--- config.mk ---
export PLATFORM = sky130hd
export DESIGN_NAME = ripple_count_monitor
export DESIGN_NICKNAME = d
export VERILOG_FILES = /design/src/rtl/ripple_count_monitor.sv
export SDC_FILE = /design/constraint.sdc
export NUM_CORES = 1
export LEC_CHECK = 0
export BUFFER_PORTS_ARGS = -buffer_cell sky130_fd_sc_hd__buf_2
export CORE_ASPECT_RATIO = 0.75
export CORE_MARGIN = 4
export CORE_UTILIZATION = 52
export DETAILED_ROUTE_END_ITERATION = 7
export PLACE_DENSITY = 0.83
export SLEW_MARGIN = 20
export SYNTH_ARGS = -nofsm -noshare
export SYNTH_HDL_FRONTEND = slang
export SYNTH_SLANG_ARGS = --single-unit
--- constraint.sdc ---
create_clock -name clock -period 2.5 [get_ports clock]
set_input_delay 0.125 -clock clock [delete_from_list [all_inputs] [get_ports clock]]
set_output_delay 0.125 -clock clock [all_outputs]
set_load 0.02 [all_outputs]
--- src/rtl/ripple_count_monitor.sv ---
// rtl/ripple_count_monitor.sv - synchronizes a glitchy ripple count, tracks matches/wraps, reports them over a 4-phase handshake
// Optional wrap tracking (wrap_cnt, evt_type[1]) is built only when RCM_WRAP_EXT_EN is defined.
module ripple_count_monitor #(
  parameter int WIDTH = 4
) (
  input  logic             clock,
  input  logic             reset,
  input  logic [WIDTH-1:0] cnt_in,
  input  logic [WIDTH-1:0] cmp_val,
  input  logic             cmp_en,
  input  logic             evt_ack,
  output logic [WIDTH-1:0] count_out,
  output logic [7:0]       wrap_cnt,
  output logic             evt_req,
  output logic [1:0]       evt_type,
  output logic             evt_lost
);

  typedef enum logic [1:0] {IDLE, REQ, DROP} state_t;

  state_t           state, state_nxt;
  logic [WIDTH-1:0] s1, s2, s2_prev;
  logic             loaded;
  logic             accept;
  logic             flag_match, flag_wrap;
  logic [1:0]       flags;
  logic [1:0]       pending;
  logic [1:0]       type_q;
  logic             take;

  // A value is trusted only after it has been seen unchanged on two consecutive samples.
  assign accept = (s2 == s2_prev) && (s2 != count_out);

  always_ff @(posedge clock or negedge reset) begin
    if (!reset) begin
      s1        <= '0;
      s2        <= '0;
      s2_prev   <= '0;
      count_out <= '0;
      loaded    <= 1'b0;
    end else begin
      s1      <= cnt_in;
      s2      <= s1;
      s2_prev <= s2;
      if (accept) begin
        count_out <= s2;
        loaded    <= 1'b1;
      end
    end
  end

  // The first acceptance after reset only establishes a baseline.
  assign flag_match = accept && loaded && cmp_en && (s2 == cmp_val);

`ifdef RCM_WRAP_EXT_EN
  logic [7:0] wrap_q;

  assign flag_wrap = accept && loaded && (s2 < count_out);

  always_ff @(posedge clock or negedge reset) begin
    if (!reset) begin
      wrap_q <= 8'h00;
    end else if (flag_wrap && (wrap_q != 8'hFF)) begin
      wrap_q <= wrap_q + 8'd1;
    end
  end

  assign wrap_cnt = wrap_q;
`else
  assign flag_wrap = 1'b0;
  assign wrap_cnt  = 8'h00;
`endif

  assign flags = {flag_wrap, flag_match};

  always_ff @(posedge clock or negedge reset) begin
    if (!reset) begin
      state <= IDLE;
    end else begin
      state <= state_nxt;
    end
  end

  always_comb begin
    state_nxt = state;
    take      = 1'b0;
    case (state)
      IDLE: begin
        if (pending != 2'b00) begin
          state_nxt = REQ;
          take      = 1'b1;
        end
      end
      REQ:     if (evt_ack)  state_nxt = DROP;
      DROP:    if (!evt_ack) state_nxt = IDLE;
      default: state_nxt = IDLE;
    endcase
  end

  // Events flagged in the hand-off cycle stay pending rather than counting as lost.
  always_ff @(posedge clock or negedge reset) begin
    if (!reset) begin
      pending  <= 2'b00;
      type_q   <= 2'b00;
      evt_lost <= 1'b0;
    end else if (take) begin
      type_q  <= pending;
      pending <= flags;
    end else begin
      pending <= pending | flags;
      if ((flags & pending) != 2'b00) evt_lost <= 1'b1;
    end
  end

  assign evt_req  = (state == REQ);
  assign evt_type = evt_req ? type_q : 2'b00;

endmodule

==> impl_metrics.tcl, run 1 <==
set metrics [dict create \
    worstPathRequired_ps 2700 \
    crit_path_max_fanout 7 \
    cts_tree "built" \
    antenna_found_initial 0 \
    drt_iter0_drc 5 \
    area_growth_pct 20.6 \
    maxCapViolCount 0 \
    start_kind "flop" \
    yosysUniqueCellTypes 21 \
    synth_seq_cells 22 \
    crit_family "compound AO/OA/AOI/OAI gates" \
    grt_max_degree 23 \
    dr.pass1.iters 2 \
    worst_slack_ps 756 \
    fmax_mhz 573 \
    drive_gt1_frac 0.302 \
    min_period_over_period 0.698 \
    drc 0 \
    grt_pass1_vias 574 \
    stdcell_area_um2 1120 \
    port_buffers 18 \
    async_flop_share 1.00 \
    syn-cell-area_um2 931 \
    via_per_inst 4.73 \
    r2r_slack_ps 760 \
    slew_viol_final 0 \
    boundaryPins 28 \
    num-nets-final 109 \
    postPlaceCellArea_um2 1010 \
    wl_per_cell_um 12.6 \
    dp_slack_ps 763 \
    r2r-end "count_out[1]" \
    synth_edf_count 0 \
    track_usage 0.140 \
    powerDensity_nw_per_um2 901 \
    min_period_ps 1740 \
    p_leak_nw 0.538 \
    whs_ps 238 \
    yosysTopAreaCell "dfrtp_1" \
    critPathCaptureType "flop" \
    synth.area.top_cells "dfrtp_1 59%, xor2_1 8.5%, buf_4 7.3%" \
    netlist_top_cells_count "22 x dfrtp_1, 9 x buf_4, 9 x xor2_1" \
    vias 553 \
    arrival_ps 1940 \
    setup_violations 0 \
    n_fill_cell 105 \
    yosysSeqAreaShare 0.591 \
    ant_nets 0 \
    cp-startpoint "s2[1]" \
    insertion_delay_ps 300 \
    die_h_um 44.6 \
    hp-class "input port to flop" \
    cpPeakStageDelay_ps 550 \
    status "complete, no violations" \
    critical_path_class "flop to flop" \
    synth.avg_cell_area_um2 13.5 \
    overflow 0 \
    rows 12 \
    path_buf_inv 0 \
    cts.path.max_buffers 2 \
    worstSetupEndpoint "count_out[1]" \
    numClockSinks 22 \
    yosysTopAreaCellShare 0.591 \
    ctsHtreeMaxLevel 1 \
    final_hold_viol_count 0 \
    reg2reg_depth 3 \
    synth_top_flop_cell "dfrtp_1" \
    synth_warnings 0 \
    rsz0062_at_grt "no" \
    cts_root_buf "clkbuf_4" \
    grt_pass1_wl_mm 2.60 \
    dieArea_um2 2540 \
    critical_path.cell_chain "xor2_1 > o41ai_4 > mux2_2" \
    design.core.area_um2 1580 \
    cp_num_cells 3 \
    gp_congestion 0.755 \
    synth_cells 69 \
    fin_worst_skew_ps 4.41 \
    rr_startpoint "s2[1]" \
    yosys.cell_count.top_type "dfrtp_1" \
    initial_core_util 0.590 \
    ir_drop_mv 0.565 \
    die_w_um 56.9 \
    worst_path_max_delay_cell "o41ai_4" \
    fin_setup_tns_ps 0 \
    path_clk_slew_ps 120 \
    diodes 0 \
    wirelength_mm 1.47 \
    numCtsBuffers 3 \
]
## metal layers
layer  track usage  share of wire  vias to the layer above
li1              -              -                      267
met1         0.179           0.45                      261
met2         0.219           0.47                       23
met3        0.0466          0.079                        2
met4        0.0602         0.0054                        0
met5             0              0                        -
## logic make-up (layout without fill, tap and decap cells)
group | Yosys count | after routing | share of synthesized area
XOR/XNOR | 9 | 9 | 0.0847
other | 1 | 9 | 0.00403
AO/OA/AOI/OAI | 10 | 10 | 0.105
AND/OR/NAND/NOR | 10 | 10 | 0.0780
buffers and inverters | 13 | 32 | 0.0887
multiplexers | 4 | 4 | 0.0484
flip-flops | 22 | 22 | 0.591
## registers in the layout, indices dropped and copies added, names as in the netlist
register   cells
s2             4
evt_lost       1
type_q         1
state          2
loaded         1
pending        1
s1             4
s2_prev        4
count_out      4
## layout make-up
class / count / area [um^2] / area share
Timing Repair Buffer: 24 / 150 / 0.134
Clock buffer: 3 / 22.5 / 0.0201
Clock inverter: 1 / 30.0 / 0.0268
Multi-Input combinational cell: 42 / 328 / 0.292
Tap cell: 21 / 26.3 / 0.0234
Inverter: 4 / 15.0 / 0.0134
Sequential cell: 22 / 551 / 0.491
## tightest hold or removal path, cell delays in order
cell and delay (ps):
buf_2 100, o211ai_1 70, or3_1 150, o31ai_2 70
## cells in the final DEF, fill, tap and decap left out, drive strengths merged, types with 2 or more instances in the layout
| cell | netlist | final |
|---|---|---|
| dfrtp | 22 | 22 |
| buf | 9 | 18 |
| xor2 | 9 | 9 |
| conb | 1 | 9 |
| dlygate4sd3 | 0 | 6 |
| inv | 4 | 4 |
| nor2b | 4 | 4 |
| mux2 | 4 | 4 |
| clkbuf | 0 | 3 |
| o21ai | 2 | 2 |
| nor2 | 2 | 2 |
## where the power goes
part	internal (mW)	leakage (nW)	switching, mW
logic	0.111	0.253	0.160
registers	0.416	0.258	0.0593
clock network	0.162	0.0279	0.102
total	0.689	0.538	0.321
## stage by stage
| stage | power, mW | utilization | std cells |
|---|---|---|---|
| 2_1_floorplan | 0.671 | - | 77 |
| 3_3_place_gp | 0.735 | 0.640 | 107 |
| 3_5_place_dp | 0.753 | 0.640 | 107 |
| 4_1_cts | 1.03 | 0.712 | 117 |
| 5_1_grt | 1.07 | 0.712 | 117 |
| 6_report | 1.01 | 0.712 | 117 |
## worst min-delay path by stage
stage | from | endpoint | slack [ps] | cells past startpoint
after floorplan | reset | count_out[0] | -170 | 0
after global placement | reset | count_out[0] | 100 | 1
after detailed placement | reset | count_out[0] | 110 | 1
after CTS | cmp_en | evt_lost | 230 | 4
after global routing | cmp_en | evt_lost | 230 | 4
final | cmp_en | evt_lost | 240 | 4
## what timing repair did
item	CTS	global route
hold buffers	6	0
endpoints found under the hold margin	27	0
buffers inserted	0	0
resized for setup	0	0
No activity file was read; power rests on OpenSTA's default activity.
==> run 2: changes to the inputs <==
- CORE_UTILIZATION: 52 -> 49
- PLACE_DENSITY: 0.83 -> 0.79
- clock period: 2.5 -> 1.7 ns (I/O delays scaled with it)
==> impl_metrics.tcl, run 2 (same netlist as run 1, synthesis figures left out) <==
set metrics [dict create \
    numClockSinks 22 \
    maxSlewHeadroom 0.642 \
    status "finished with violations" \
    cts_root_buf "clkbuf_4" \
    overflow 0 \
    drive_gt1_frac 0.360 \
    numCtsBuffers 3 \
    dr.pass1.iters 2 \
    crit_path_max_fanout 7 \
    arrival_ps 1910 \
    start_kind "flop" \
    path_clk_slew_ps 120 \
    wirelength_mm 1.45 \
    ir_drop_mv 0.908 \
    initial_core_util 0.525 \
    final_hold_viol_count 0 \
    final_common_cell "dfrtp_1" \
    n_fill_cell 144 \
    num-nets-final 113 \
    via_per_inst 4.61 \
    grt_pass1_vias 554 \
    design.core.area_um2 1770 \
    worst_path_max_delay_cell "o41ai_4" \
    rows 13 \
    drc 0 \
    powerDensity_nw_per_um2 1290 \
    fin_worst_skew_ps 3.38 \
    worstHoldPathCells 4 \
    rsz0062_at_grt "yes" \
    setup_violations 2 \
    ctsHtreeMaxLevel 1 \
    insertion_delay_ps 310 \
    cpPeakStageDelay_ps 590 \
    mostFrequentLayoutCells "20 x dfrtp_1, 18 x buf_2, 9 x xor2_1, 9 x conb_1, 6 x dlygate4sd3_1" \
    diodes 0 \
    hp-class "input port to flop" \
    cts.path.max_buffers 2 \
    antenna_found_initial 0 \
    hpwl_mm 1.04 \
    boundaryPins 28 \
    critical_path_class "flop to flop" \
    fin_setup_tns_ps -5.17 \
    cts_tree "built" \
    worstPathRequired_ps 1900 \
    gp_congestion 0.869 \
    min_period_over_period 1.00 \
    power_mw 1.50 \
    grt_max_degree 23 \
    die_w_um 58.3 \
    wl_per_cell_um 11.9 \
    critical_path.cell_chain "xor2_1 > o41ai_4 > mux2_2" \
    track_usage 0.134 \
    worstMarginPinSlew_ps 536 \
    worst_slack_ps -4.05 \
    p_leak_nw 0.557 \
    reg2reg_depth 3 \
    port_buffers 18 \
    min_period_ps 1700 \
    slew_viol_final 0 \
    critPathCaptureType "flop" \
    vias 562 \
    die_h_um 45.7 \
    violations "negative setup slack" \
    grt_pass1_wl_mm 2.62 \
    ant_nets 0 \
    area_growth_pct 24.7 \
    maxCapViolCount 0 \
    drt_iter0_drc 5 \
    dieArea_um2 2670 \
    dp_slack_ps -14.1 \
    fmax_mhz 587 \
]
[run 2: cell count changes in the layout (fill, tap and decap cells not counted), sizes merged]
cell	delta
buf	+4
[run 2: critical path: cells and delay by family (launching register included)]
family          cells  cell delay, ps
compound gates      1             590
flops               1             420
mux                 1             400
xor+xnor            1             190
[run 2: what timing repair did]
item,CTS,global route
pin swaps,1,1
hold buffers,6,0
gates resized for setup,1,2
setup endpoints to repair,4,6
gates cloned,0,0
buffers inserted,1,2
endpoints found under the hold margin,28,0
[run 2: worst paths after layout]
check                       start           end  slack [ps]
setup reg to reg            s2[1]  count_out[2]          -4
min in group asynchronous   reset    pending[0]         250
setup / recovery            s2[1]  count_out[2]          -4
hold / removal             cmp_en      evt_lost         180
max in group asynchronous   reset         s2[2]        1100
hold reg to reg             s1[1]         s2[1]         360
[run 2: cell type report]
type | instances | area (um^2) | share of cell area
inverters | 4 | 15.0 | 0.0129
clock buffers | 3 | 22.5 | 0.0194
flip-flops and latches | 22 | 553 | 0.476
multi-input cells | 42 | 333 | 0.287
clock inverters | 1 | 30.0 | 0.0259
well taps | 22 | 27.5 | 0.0237
repair buffers | 28 | 180 | 0.155
[run 2: where the power goes]
| group | internal (mW) | switching (mW) | leakage [nW] |
|---|---|---|---|
| clock | 0.238 | 0.156 | 0.0279 |
| sequential | 0.613 | 0.0823 | 0.256 |
| combinational | 0.170 | 0.242 | 0.274 |
| total | 1.02 | 0.480 | 0.557 |
[run 2: stage by stage]
step                      utilization  hold slack (ps)  area (um^2)  cells
after floorplan                     -             -211          961     77
after global placement          0.574             62.2         1020    109
after detailed placement        0.574             71.2         1020    109
after CTS                       0.643              195         1140    120
after global routing            0.655              189         1160    122
final                           0.655              181         1160    122
[run 2: routing by layer]
layer	GRT usage	vias to the layer above	part of all wire
li1	-	276	-
met1	0.177	265	0.44
met2	0.209	19	0.48
met3	0.0453	2	0.073
met4	0.0417	0	0.0083
met5	0	-	0
==> run 3: changes to the inputs <==
- ABC_AREA: default -> 1
- PLACE_DENSITY: 0.79 -> 0.78
==> impl_metrics.tcl, run 3 <==
set metrics [dict create \
    rows 13 \
    cpPeakStageDelay_ps 450 \
    synth_seq_cells 22 \
    via_per_inst 4.43 \
    design.core.area_um2 1810 \
    crit_family "simple AND/OR/NAND/NOR gates" \
    ctsHtreeMaxLevel 1 \
    grt_pass1_vias 664 \
    netlist_top_cells_count "40 x nand2_1, 22 x dfrtp_1, 15 x inv_1" \
    cts_tree "built" \
    vias 718 \
    yosysTopAreaCellShare 0.566 \
    synth_edf_count 0 \
    critPathCaptureType "flop" \
    area_growth_pct 19.8 \
    ir_drop_mv 0.816 \
    dieArea_um2 2770 \
    final_hold_viol_count 0 \
    fmax_mhz 717 \
    yosysUniqueCellTypes 15 \
    whs_ps 176 \
    num-nets-final 153 \
    cp_num_cells 7 \
    synth-xor-area-share 0.0270 \
    fin_worst_skew_ps 4.46 \
    crit_path_max_fanout 10 \
    cts.path.max_buffers 2 \
    port_buffers 18 \
    async_flop_share 1.00 \
    slew_viol_final 0 \
    worstPathRequired_ps 1900 \
    numCtsBuffers 3 \
    synth_top_flop_cell "dfrtp_1" \
    yosys.cell_count.top_type "nand2_1" \
    yosysTopAreaCell "dfrtp_1" \
    reg2reg_depth 7 \
    ant_nets 0 \
    grt_pass1_wl_mm 2.80 \
    synth_top_family_by_area "simple AND/OR/NAND/NOR gates" \
    overflow 0 \
    synthSimpleGateAreaFrac 0.237 \
    rsz0062_at_grt "no" \
    initial_core_util 0.538 \
    wirelength_mm 1.58 \
    wl_per_cell_um 9.77 \
    drive_gt1_frac 0.200 \
    synth-compound-area-share 0.0309 \
    hpwl_mm 1.19 \
    p_leak_nw 0.638 \
    fin_util 0.645 \
    crit_path_frequent_cell "nand2_1" \
    critical_path.cell_chain "inv_1 > nand2_1 > nand2_1 > nand2_1 > nor2_1 > nor2_4 > or2_2" \
    synth_warnings 0 \
    gp_congestion 0.757 \
    powerDensity_nw_per_um2 1050 \
    critical_path_class "flop to flop" \
    track_usage 0.140 \
    synth_cells 113 \
    cts_setup_buffers 0 \
    hp-class "input port to flop" \
    synthMuxAreaShare 0 \
    numClockSinks 22 \
    yosysSeqAreaShare 0.566 \
    yosys.area_share.adder 0 \
    synth.area.top_cells "dfrtp_1 57%, nand2_1 15%, buf_4 6.9%" \
    synth.avg_cell_area_um2 8.60 \
    final_common_cell "nand2_1" \
    power_mw 1.22 \
    cts_root_buf "clkbuf_4" \
    dr.pass1.iters 4 \
    stdcell_area_um2 1160 \
    status "complete, no violations" \
    drc 0 \
    fin_setup_tns_ps 0 \
    setup_violations 0 \
    worst_path_max_delay_cell "dfrtp_1" \
    diodes 0 \
    syn-cell-area_um2 972 \
    postPlaceCellArea_um2 1050 \
    antenna_found_initial 0 \
    grt_max_degree 23 \
    start_kind "flop" \
    drt_iter0_drc 20 \
    mostFrequentLayoutCells "40 x nand2_1, 22 x dfrtp_1, 18 x buf_2, 15 x inv_1" \
    die_w_um 59.4 \
    min_period_over_period 0.820 \
    min_period_ps 1390 \
    arrival_ps 1590 \
    worstHoldPathCells 6 \
    n_fill_cell 150 \
    path_buf_inv 1 \
    insertion_delay_ps 310 \
    boundaryPins 28 \
    die_h_um 46.6 \
    path_clk_slew_ps 120 \
    maxCapViolCount 0 \
]
==> run 3: changes by cell type after synthesis, sizes merged, moves of 4 or more <==
| cell | previous run | this run |
|---|---|---|
| xor2 | 9 | 0 |
| nand2 | 0 | 40 |
| inv | 4 | 17 |
| nor2b | 4 | 0 |
| mux2 | 4 | 0 |
| nor2 | 2 | 10 |
==> run 3: layer usage <==
layer	GRT usage	vias to the layer above	share of wire
met5	0	-	0
met4	0.0407	0	0.0070
met3	0.0504	3	0.10
met2	0.237	29	0.45
met1	0.169	318	0.44
li1	-	368	-
==> run 3: cell families after synthesis <==
logic type,after synthesis
buffers and inverters,26
other,1
xor gates and xnor gates,3
and+or+nand+nor,55
DFF,22
AOI/OAI and AO/OA,6
==> run 3: metrics by stage <==
| step | instances | worst slack, ps |
|---|---|---|
| finish | 162 | 306 |
| global route | 162 | 194 |
| CTS | 162 | 304 |
| detailed placement | 152 | 333 |
| global placement | 152 | 359 |
| floorplan | 121 | 395 |
==> run 3: path summary, 6_finish.rpt <==
path,start,endpoint,slack [ps]
worst min register to register,s1[1],s2[1],360
worst max register to register,s2[1],loaded,310
max in group asynchronous,reset,loaded,1140
min in group asynchronous,reset,s2[1],240
worst max-delay path,s2[1],loaded,310
worst min-delay path,cmp_val[1],evt_lost,180
==> run 3: what timing repair did <==
item | 4_1_cts | 5_1_grt
resized for setup | 0 | 0
setup endpoints to repair | 0 | 0
hold buffers | 6 | 0
endpoints found under the hold margin | 28 | 0
==> run 3: final cells by class <==
class	instances	area, um^2	area share
inverters	17	63.8	0.0548
flip-flops and latches	22	551	0.473
clock buffers	3	22.5	0.0193
well taps	22	27.5	0.0236
multi-input cells	73	320	0.275
clock inverters	1	30.0	0.0258
repair buffers	24	150	0.129
==> run 3: worst reg2reg max path, stage by stage, from the launching register on <==
cell and delay [ps]:
dfrtp_1 450, inv_1 120, nand2_1 60, nand2_1 50, nand2_1 50, nor2_1 180, nor2_4 100, or2_2 280
==> run 3: where the power goes <==
part           leakage, nW  total, mW  switching [mW]  internal, mW
Clock               0.0279      0.391           0.153         0.239
Sequential           0.260      0.610          0.0385         0.571
Combinational        0.350      0.223           0.139        0.0836
